`src/rtl/mult8_pkg.sv`:
```
// rtl/mult8_pkg.sv - shared encodings for the 8-bit multiplier control unit
//
// Purpose: the FSM state encoding and the SELROM / SELSOMA select codes used
// by uc_multiplier8bits when driving the FD_multiplier8bits datapath.
// Ports: none (package).

package mult8_pkg;

  typedef enum logic [3:0] {
    IDLE        = 4'd0,
    LOAD_XY     = 4'd1,
    LOAD_DE0    = 4'd2,
    SEL_A       = 4'd3,
    LOAD_A      = 4'd4,
    SEL_B       = 4'd5,
    LOAD_B      = 4'd6,
    SEL_DE1     = 4'd7,
    LOAD_DE1    = 4'd8,
    SUM1        = 4'd9,
    SUM2        = 4'd10,
    SUM3        = 4'd11,
    WAIT_PRONTO = 4'd12,
    DONE_S      = 4'd13
  } state_e;

  // SELROM codes
  localparam logic [1:0] ROM_NONE = 2'd0;
  localparam logic [1:0] ROM_A    = 2'd1;
  localparam logic [1:0] ROM_B    = 2'd2;
  localparam logic [1:0] ROM_DE1  = 2'd3;

  // SELSOMA codes
  localparam logic [1:0] SOMA_NONE = 2'd0;
  localparam logic [1:0] SOMA_1    = 2'd1;
  localparam logic [1:0] SOMA_2    = 2'd2;
  localparam logic [1:0] SOMA_3    = 2'd3;

endpackage

```
`src/rtl/uc_wait_counter.sv`:
```
// rtl/uc_wait_counter.sv - loadable down-counter with zero flag
//
// Purpose: times the hold states of the multiplier control unit. Loading
// N-1 on state entry makes the zero flag rise in the N-th cycle of the state.
// Ports:
//   clk      in   clock, rising edge
//   rst_n    in   asynchronous active-low reset (count -> 0)
//   load     in   load load_val this cycle (has priority over decrement)
//   load_val in   WIDTH-bit value to load
//   zero     out  count is 0

module uc_wait_counter #(
  parameter int WIDTH = 4
) (
  input  logic             clk,
  input  logic             rst_n,
  input  logic             load,
  input  logic [WIDTH-1:0] load_val,
  output logic             zero
);

  logic [WIDTH-1:0] cnt_q;
  logic [WIDTH-1:0] cnt_d;

  always_comb begin
    cnt_d = cnt_q;
    if (load) begin
      cnt_d = load_val;
    end else if (cnt_q != '0) begin
      cnt_d = cnt_q - WIDTH'(1);
    end
  end

  always_ff @(posedge clk or negedge rst_n) begin
    if (!rst_n) begin
      cnt_q <= '0;
    end else begin
      cnt_q <= cnt_d;
    end
  end

  assign zero = (cnt_q == '0);

endmodule

```
`src/rtl/uc_multiplier8bits.sv`:
```
// rtl/uc_multiplier8bits.sv - control unit sequencing the 8-bit multiplier datapath
//
// Purpose: Moore FSM that turns a START request into the LD_XY, LD_DE0,
// SELROM/LD_A, SELROM/LD_B, SELROM/LD_DE1, SELSOMA 1..3 sequence, waits for
// PRONTO and pulses DONE for one cycle.
// Optional feature: define MULT_TIMEOUT_EN to add a PRONTO timeout of TIMEOUT
// cycles that pulses ERR and returns to IDLE; without it ERR is tied to 0
// and the TIMEOUT parameter does not exist.
// Ports:
//   CLK      in   clock, rising edge
//   RESET_N  in   asynchronous active-low reset
//   START    in   multiply request, sampled only in IDLE
//   PRONTO   in   datapath result-valid, looked at only in WAIT_PRONTO
//   BUSY     out  high outside IDLE
//   DONE     out  one-cycle pulse, result valid
//   ERR      out  one-cycle pulse on PRONTO timeout
//   LD_XY, LD_DE0, LD_A, LD_B, LD_DE1  out  datapath register loads
//   SELROM   out  ROM select
//   SELSOMA  out  adder-input select

module uc_multiplier8bits
  import mult8_pkg::*;
#(
  parameter int ROM_WAIT = 1,
  parameter int SUM_WAIT = 1
`ifdef MULT_TIMEOUT_EN
  ,
  parameter int TIMEOUT  = 64
`endif
) (
  input  logic       CLK,
  input  logic       RESET_N,
  input  logic       START,
  input  logic       PRONTO,
  output logic       BUSY,
  output logic       DONE,
  output logic       ERR,
  output logic       LD_XY,
  output logic       LD_DE0,
  output logic       LD_A,
  output logic       LD_B,
  output logic       LD_DE1,
  output logic [1:0] SELROM,
  output logic [1:0] SELSOMA
);

  // The shared counter only grows beyond 4 bits when it also times PRONTO.
`ifdef MULT_TIMEOUT_EN
  localparam int CNT_W = ($clog2(TIMEOUT) > 4) ? $clog2(TIMEOUT) : 4;
`else
  localparam int CNT_W = 4;
`endif

  state_e             state_q;
  state_e             state_d;
  logic               cnt_load;
  logic [CNT_W-1:0]   cnt_load_val;
  logic               cnt_zero;

`ifdef MULT_TIMEOUT_EN
  logic err_q;
  logic err_d;
`endif

  always_comb begin
    state_d = state_q;
`ifdef MULT_TIMEOUT_EN
    err_d   = 1'b0;
`endif
    case (state_q)
      IDLE:        if (START) state_d = LOAD_XY;
      LOAD_XY:     state_d = LOAD_DE0;
      LOAD_DE0:    state_d = SEL_A;
      SEL_A:       if (cnt_zero) state_d = LOAD_A;
      LOAD_A:      state_d = SEL_B;
      SEL_B:       if (cnt_zero) state_d = LOAD_B;
      LOAD_B:      state_d = SEL_DE1;
      SEL_DE1:     if (cnt_zero) state_d = LOAD_DE1;
      LOAD_DE1:    state_d = SUM1;
      SUM1:        if (cnt_zero) state_d = SUM2;
      SUM2:        if (cnt_zero) state_d = SUM3;
      SUM3:        if (cnt_zero) state_d = WAIT_PRONTO;
      WAIT_PRONTO: begin
        if (PRONTO) begin
          state_d = DONE_S;
`ifdef MULT_TIMEOUT_EN
        end else if (cnt_zero) begin
          state_d = IDLE;
          err_d   = 1'b1;
`endif
        end
      end
      DONE_S:      state_d = IDLE;
      default:     state_d = IDLE;
    endcase
  end

  // Reload on every state change with the hold length of the state entered.
  always_comb begin
    cnt_load     = (state_d != state_q);
    cnt_load_val = '0;
    case (state_d)
      SEL_A, SEL_B, SEL_DE1: cnt_load_val = CNT_W'(ROM_WAIT - 1);
      SUM1, SUM2, SUM3:      cnt_load_val = CNT_W'(SUM_WAIT - 1);
`ifdef MULT_TIMEOUT_EN
      WAIT_PRONTO:           cnt_load_val = CNT_W'(TIMEOUT - 1);
`endif
      default:               cnt_load_val = '0;
    endcase
  end

  uc_wait_counter #(
    .WIDTH(CNT_W)
  ) u_wait_counter (
    .clk     (CLK),
    .rst_n   (RESET_N),
    .load    (cnt_load),
    .load_val(cnt_load_val),
    .zero    (cnt_zero)
  );

  always_ff @(posedge CLK or negedge RESET_N) begin
    if (!RESET_N) begin
      state_q <= IDLE;
    end else begin
      state_q <= state_d;
    end
  end

`ifdef MULT_TIMEOUT_EN
  always_ff @(posedge CLK or negedge RESET_N) begin
    if (!RESET_N) begin
      err_q <= 1'b0;
    end else begin
      err_q <= err_d;
    end
  end
  assign ERR = err_q;
`else
  assign ERR = 1'b0;
`endif

  // Moore decode from the registered state only.
  always_comb begin
    BUSY    = (state_q != IDLE);
    DONE    = 1'b0;
    LD_XY   = 1'b0;
    LD_DE0  = 1'b0;
    LD_A    = 1'b0;
    LD_B    = 1'b0;
    LD_DE1  = 1'b0;
    SELROM  = ROM_NONE;
    SELSOMA = SOMA_NONE;
    case (state_q)
      LOAD_XY:     LD_XY   = 1'b1;
      LOAD_DE0:    LD_DE0  = 1'b1;
      SEL_A:       SELROM  = ROM_A;
      LOAD_A:      LD_A    = 1'b1;
      SEL_B:       SELROM  = ROM_B;
      LOAD_B:      LD_B    = 1'b1;
      SEL_DE1:     SELROM  = ROM_DE1;
      LOAD_DE1:    LD_DE1  = 1'b1;
      SUM1:        SELSOMA = SOMA_1;
      SUM2:        SELSOMA = SOMA_2;
      SUM3:        SELSOMA = SOMA_3;
      WAIT_PRONTO: SELSOMA = SOMA_3;
      DONE_S:      DONE    = 1'b1;
      default:     ;
    endcase
  end

endmodule

```
`config.mk`:
```
export PLATFORM = sky130hd
export DESIGN_NAME = uc_multiplier8bits
export DESIGN_NICKNAME = d
export VERILOG_FILES = /design/src/rtl/mult8_pkg.sv /design/src/rtl/uc_wait_counter.sv /design/src/rtl/uc_multiplier8bits.sv
export SDC_FILE = /design/constraint.sdc
export NUM_CORES = 1
export LEC_CHECK = 0
export ABC_AREA = 0
export CAP_MARGIN = 20
export CELL_PAD_IN_SITES_DETAIL_PLACEMENT = 1
export CELL_PAD_IN_SITES_GLOBAL_PLACEMENT = 1
export CORE_AREA = 8 8 51 53
export CTS_CLUSTER_SIZE = 10
export DETAILED_ROUTE_END_ITERATION = 8
export DIE_AREA = 0 0 59 61
export PLACE_DENSITY = 0.87
export SYNTH_ARGS = -nofsm -noshare
export SYNTH_HDL_FRONTEND = slang
export SYNTH_SLANG_ARGS = --single-unit
```
`constraint.sdc`:
```
create_clock -name CLK -period 3 [get_ports CLK]
set_input_delay 0.6 -clock CLK [delete_from_list [all_inputs] [get_ports CLK]]
set_output_delay 0.6 -clock CLK [all_outputs]
set_load 0.02 [all_outputs]
```
Word-level counts from Yosys, hierarchy flattened --
Cells that the tools add are included.
Storage, ports and cells: word-level logic and storage cells 42, flip-flop bits (word level) 8
Cells by class: reductions and logical operators 6, eq/ne operators 14, multiplexer cells 19, add/sub/neg operators 1
Operators with widths (number):
- $pmux 4 s13 | 1
- $mux 4 | 10
- $eq 4x4->1 const B | 6
- $eq 4x3->1 const B | 4
- $pmux 2 s3 | 2
- $eq 4x2->1 const B | 2
- $logic_not 4->1 | 2
- $reduce_bool 4->1 | 2
- $mux 1 | 6
- $eq 4x1->1 const B | 1
- $ne 4x4->1 | 1
- $sub 4x1->4 const B | 1
- $reduce_bool 2->1 | 1
- $reduce_or 2->1 | 1

Longest topological paths before layout --
Gate-level depths: netlist of the first run.
depth in word-level cells 5, mapped depth 6, mapped depth without buffers 6

Modules after synthesis --
A second synthesis of the first run with hierarchy kept.
Second synthesis, totals: cells, all modules 81, area, all modules 651.9 um^2
By module, submodules not included:
- uc_multiplier8bits | seq. area each 100.1 um^2, cells each 59, instances 1, area each 417.9 um^2
- uc_wait_counter | seq. area each 100.1 um^2, cells each 22, instances 1, area each 234.0 um^2

Worst setup path after synthesis of the first run --
OpenSTA, ideal clock, no wires.
kind flip-flop to output port, start reg state_q[1], end out LD_DE1, stages on the path, launching flop included 4, required time 2400 ps, arrival time 1354 ps, path slack 1046 ps, cell sequence dfrtp_1 clkbuf_8 or2_2 nor3b_1
Between the ends: word-level cells in the longest chain between the ends 2
RTL lines:
- start: declaration | RTL line uc_multiplier8bits.sv:54 | state_e state_q;
- start signal: assignment | RTL line uc_multiplier8bits.sv:126 | state_q <= state_d;
- $eq 4x4->1 | RTL line uc_multiplier8bits.sv:154 | case (state_q)
- $mux 1 | RTL line uc_multiplier8bits.sv:154
- end: declaration | RTL line uc_multiplier8bits.sv:42 | output logic LD_DE1,
No other way between the ends.

Worst setup path after layout of the first run --
Same ends and word-level chain as after synthesis.

==> qor.txt, run 1 <==
Status: completed
Post-CTS Resized: 0
Number of enable flip-flop cells after synthesis: 0
Skew final: 0.00549 ns
Largest area contributor in the netlist: dfrtp_1
Die ar.: 3600 um2
CTS tree: done
Primary FF master, synth: dfrtp_1
P_int: 370 uW
GPL Wtd Cong: 0.808
Switching Share: 0.499
Clk slew on worst S/H paths: 0.06 ns
CP endpoint kind: primary output
Clock power frac: 0.125
Avg Vias per Cell: 5.15
Post-DRT Antenna Nets: 0
Initial antenna violation count: 0
MaxCap Viol Count: 0
Die X: 59 um
Crit path buf inv count: 1
Hold-fix buffers, CTS: 0
Comb pwr share: 0.569
GRT overflow: 0
Most common cell after layout, fill and taps aside: clkdlybuf4s50_1
Vias in the first global route: 610
Synth-to-layout area growth: 20.1%
Syn_area_per_cell: 8.79 um2
Final period util: 0.864
Post-CTS setup buffers: 0
Vias: 587
Fin util: 0.430
Commonest non-fill, non-tap cells in the layout: 14 x clkdlybuf4s50_1, 8 x nor3_1, 8 x dfrtp_1, 7 x nand2_1, 6 x nor2_1
Synth area leaders: dfrtp_1 30%, clkbuf_8 6.3%, nor3_1 6.1%
Crit-path max cell delay: 0.64 ns
Design Power: 738 uW
Fin cells: 114
Measured slew at the worst slew-check pin: 0.591 ns
Die outline height: 61 um
Crit-path max FO: 10
Setup violators final: 0
Total nets after synthesis: 80
Setup CP Type: reg2out
Max Clk Rate: 386 MHz
Core area: 1840 um2
Clk buf depth: 2
HP Class: reg2reg
# rows: 16
Fin crit period: 2.59 ns
Setup repair after global routing missed its margin: false
Dpl cells: 111
Initial Utilization: 0.358
VDD IR max: 432 uV
Crit start category: flop
Total GRT Usage: 0.101
Post-synthesis cell type count: 35
Slew Limit Headroom: 0.606
Slowest cell on crit path: clkdlybuf4s50_1
Ys Warns: 0
#FFs+latches synth: 8
First-pass GRT wire length: 2.78 mm
Share of synthesized flip-flops with an asynchronous set or reset: 1.00
Critical path cell sequence: or2_2, nor3b_1, clkdlybuf4s50_1
Worst-skew pair later-pin latency: 0.27 ns
CTS root buf: clkbuf_4
Top-area cell type share of the netlist area: 0.304
Port Buffers: 14
Delay-heaviest family, CP: buffers and inverters
WL final: 1.71 mm
First-pass DRT Iterations: 4
Initial DRC Count: 13
Endpoints failing hold: 0
Total CTS buffers: 3
Pin count of the biggest net entering global routing: 19
Sequential area share after synthesis: 0.304
PD cells: 931 nW/um2
Worst hold margin: 0.599 ns
P_sw: 368 uW
Critical Path RT: 2.40 ns
Setup TNS: 0 ns
Antenna Cells: 0
WL/cell: 15.0 um
WP data arrival: 1.99 ns
DRC viols: 0
Syn Inst Count: 75
CTS H-Tree Depth: 1
Share of cells above drive strength 1: 0.126
Slew Viols, Final: 0
# clock sinks: 8
Mapped cell area: 659 um2
Sequential Power Share: 0.306
# IOs: 16
Leak pwr: 0.000331 uW
Detailed placement HPWL: 1.28 mm
Nets: 94
## path summary, 6_finish.rpt
check | start | endpoint | slack [ns] | cells past startpoint
min in group asynchronous | RESET_N | u_wait_counter.cnt_q[1] | 0.61 | 1
setup / recovery | state_q[1] | LD_DE1 | 0.41 | 3
hold / removal | u_wait_counter.cnt_q[1] | u_wait_counter.cnt_q[1] | 0.60 | 2
hold reg to reg | u_wait_counter.cnt_q[1] | u_wait_counter.cnt_q[1] | 0.60 | 2
max in group asynchronous | RESET_N | state_q[0] | 2.12 | 1
setup reg to reg | u_wait_counter.cnt_q[0] | state_q[0] | 1.21 | 6
## kinds of logic (layout without fill, tap and decap cells)
family	after synthesis	in the layout	synth area share
simple gates	35	35	0.304
compound gates	17	17	0.197
buf+inv	10	22	0.125
flops	8	8	0.304
mux	2	2	0.0323
fa+ha+maj	1	1	0.0190
other cells	1	1	0.00569
xor+xnor	1	1	0.0133
## sequential cells by signal, indices dropped and copies added (netlist names)
name	cells
state_q	4
u_wait_counter.cnt_q	4
## cell type report
type	instances	area, um2
Clock buffer	3	22.5
Fill cell	236	1050
Inverter	5	18.8
Multi-Input combinational cell	57	377
Sequential cell	8	200
Tap cell	27	33.8
Timing Repair Buffer	14	140
## metal layers
layer	wire length, um	vias up	track usage
li1	-	284	-
met5	0	-	0
met2	815	9	0.178
met1	826	292	0.114
met3	32	2	0.0127
met4	37	0	0.0614
## tightest hold or removal path, delay by kind of cell (launching register included)
family             cells  cell delay (ns)
and+or+nand+nor        1             0.12
DFF                    1             0.36
AOI/OAI and AO/OA      1             0.07
## Yosys cell counts, types with 2 or more instances
| master | instances |
|---|---|
| or3_1 | 2 |
| nor2_1 | 6 |
| nor3_1 | 8 |
| nand2b_1 | 2 |
| a21oi_1 | 4 |
| and2_1 | 2 |
| a21o_1 | 2 |
| nand2_1 | 7 |
| clkbuf_8 | 3 |
| inv_1 | 5 |
| dfrtp_1 | 8 |
| o21ai_0 | 3 |
## power groups by stage
stage	Clock, uW	Combinational (uW)	Sequential [uW]
after floorplan	0	371	164
after global placement	0	412	223
after detailed placement	0	421	227
after CTS	91.0	424	225
after global routing	94.5	459	233
final	91.9	420	226
## stage by stage
step	setup WS (ns)	area (um2)
after floorplan	1.05	659
after global placement	0.687	769
after detailed placement	0.694	769
after CTS	0.395	792
after global routing	0.301	792
final	0.407	792
Power figures use the tool's default switching activity.
==> run 2: changes to the inputs <==
--- a/config.mk
+++ b/config.mk
@@ -9,11 +9,12 @@
 export CAP_MARGIN = 20
 export CELL_PAD_IN_SITES_DETAIL_PLACEMENT = 1
 export CELL_PAD_IN_SITES_GLOBAL_PLACEMENT = 1
-export CORE_AREA = 8 8 51 53
+export CORE_AREA = 8 8 53 55
 export CTS_CLUSTER_SIZE = 10
 export DETAILED_ROUTE_END_ITERATION = 8
-export DIE_AREA = 0 0 59 61
-export PLACE_DENSITY = 0.87
+export DIE_AREA = 0 0 61 63
+export PLACE_DENSITY = 0.81
+export SETUP_SLACK_MARGIN = 0.5
 export SYNTH_ARGS = -nofsm -noshare
 export SYNTH_HDL_FRONTEND = slang
 export SYNTH_SLANG_ARGS = --single-unit
==> constraint.sdc (replaced) <==
create_clock -name CLK -period 2.7 [get_ports CLK]
set_input_delay 0.54 -clock CLK [delete_from_list [all_inputs] [get_ports CLK]]
set_output_delay 0.54 -clock CLK [all_outputs]
set_load 0.02 [all_outputs]
==> run 2 against run 1 <==
Against the previous run:
- global-route usage is essentially flat
- non-clock buffer count up 9
- total power up 21%
- count of clock-buffer cells in the layout stayed put
- combinational power rose by 40%
- sequential power down 6%
- critical path type unchanged
==> qor.txt, run 2 (synthesis results as in run 1) <==
Leak pwr: 0.000402 uW
Setup CP Type: reg2out
Total CTS buffers: 3
Nets: 103
Share of cells above drive strength 1: 0.260
Slew Viols, Final: 0
Worst flop-to-flop path startpoint: u_wait_counter.cnt_q[0]
Slowest cell on crit path: clkdlybuf4s50_1
Core area: 2060 um2
Origin of the worst setup path: state_q[3]
WL final: 1.88 mm
RR Endpoint: state_q[0]
Clk slew on worst S/H paths: 0.05 ns
Commonest non-fill, non-tap cells in the layout: 8 x nor3_1, 8 x dlygate4sd2_1, 8 x buf_4, 7 x nand2_1, 6 x nor2_1
Detailed placement HPWL: 1.26 mm
First-pass DRT Iterations: 3
Vias: 633
M2 GR Usage: 0.160
Fillcell total: 250
# rows: 17
Setup TNS: 0 ns
Total GRT Usage: 0.101
Crit path to: DONE
Final period util: 0.792
DRC viols: 0
Port Buffers: 14
Critical Path RT: 2.16 ns
FF+latch area: 205 um2
Die ar.: 3840 um2
Setup violators final: 0
Status: completed
WL/cell: 15.1 um
Setup repair after global routing missed its margin: false
Initial antenna violation count: 0
Initial Utilization: 0.320
HP Class: in2async
Fin crit period: 2.14 ns
First-pass GRT wire length: 2.97 mm
Min setup slack post-route: 0.562 ns
Post-DRT Antenna Nets: 0
# clock sinks: 8
Skew final: 0.00139 ns
Initial DRC Count: 4
Crit-path max cell delay: 0.64 ns
Crit start category: flop
Met1 usage: 0.104
CP endpoint kind: primary output
GPL Wtd Cong: 0.807
Die X: 61 um
CTS root buf: clkbuf_4
VDD IR max: 477 uV
MaxCap Viol Count: 0
Endpoints failing hold: 0
CTS H-Tree Depth: 1
GRT overflow: 0
Avg Vias per Cell: 5.10
Pin count of the biggest net entering global routing: 13
WP data arrival: 1.60 ns
Clk buf depth: 2
FF-to-FF path depth: 6
GRT Max-Usage Layer: met2
CTS tree: done
# IOs: 16
Critical path cell sequence: nand2_1, nor3_1, clkdlybuf4s50_1
Vias in the first global route: 690
Top Registers: state_q x4, u_wait_counter.cnt_q x4
Max Clk Rate: 468 MHz
Post-place setup slack: 0.445 ns
Grt met3 use: 0.0267
Worst-skew pair later-pin latency: 0.25 ns
Multi-input gate area: 377 um2
Reg2Reg Setup Slack: 0.95 ns
Die outline height: 63 um
PD cells: 1050 nW/um2
Synth-to-layout area growth: 28.7%
Antenna Cells: 0
Crit-path max FO: 12
==> run 2: cell types whose count changed in the layout (fill, tap and decap cells not counted), sizes merged <==
cell | before | now
buf | 0 | 9
clkbuf | 3 | 4
clkdlybuf4s50 | 14 | 5
dlygate4sd2 | 0 | 8
==> run 2: worst min path at each step <==
stage | startpoint | endpoint | slack (ns) | cells past startpoint
2_1_floorplan | RESET_N | state_q[0] | 0.24 | 0
3_3_place_gp | u_wait_counter.cnt_q[1] | u_wait_counter.cnt_q[1] | 0.59 | 2
3_5_place_dp | u_wait_counter.cnt_q[1] | u_wait_counter.cnt_q[1] | 0.61 | 2
4_1_cts | RESET_N | u_wait_counter.cnt_q[0] | 0.57 | 1
5_1_grt | RESET_N | u_wait_counter.cnt_q[0] | 0.59 | 1
6_report | RESET_N | u_wait_counter.cnt_q[2] | 0.56 | 1
==> run 2: routing by layer <==
layer	share of wire	vias up	routed length [um]
li1	-	301	-
met1	0.44	308	828
met2	0.47	18	885
met3	0.051	6	95
met4	0.037	0	69
met5	0	-	0
==> run 2: cell type report <==
class | count | share of cell area
Inverter | 5 | 0.0221
Sequential cell | 8 | 0.242
Timing Repair Buffer | 23 | 0.224
Multi-Input combinational cell | 57 | 0.444
Tap cell | 28 | 0.0413
Clock buffer | 3 | 0.0265
==> run 2: timing repair <==
item,in CTS,in global routing
resized for setup,15,1
buffers inserted,5,3
endpoints found under the setup margin,10,2
hold buffers,0,0
==> run 2: worst max-delay path, delay by kind of cell, from the launching register on <==
kind / cells / cell delay [ns]
and+or+nand+nor: 2 / 0.21
buffers and inverters: 1 / 0.64
DFF: 1 / 0.49
==> run 2: through the flow <==
step	cell area, um2	utilization	hold WS (ns)	std cells	power, uW
floorplan	659	-	0.244	75	594
global placement	778	0.377	0.590	113	713
detailed placement	778	0.377	0.607	113	725
CTS	835	0.404	0.571	121	850
global route	848	0.411	0.591	124	944
finish	848	0.411	0.563	124	892
==> run 2: power by group <==
part	switching, uW	internal [uW]	total [uW]
logic	337	251	588
registers	57.2	155	212
clock network	41.2	50.9	92.1
total	435	457	892
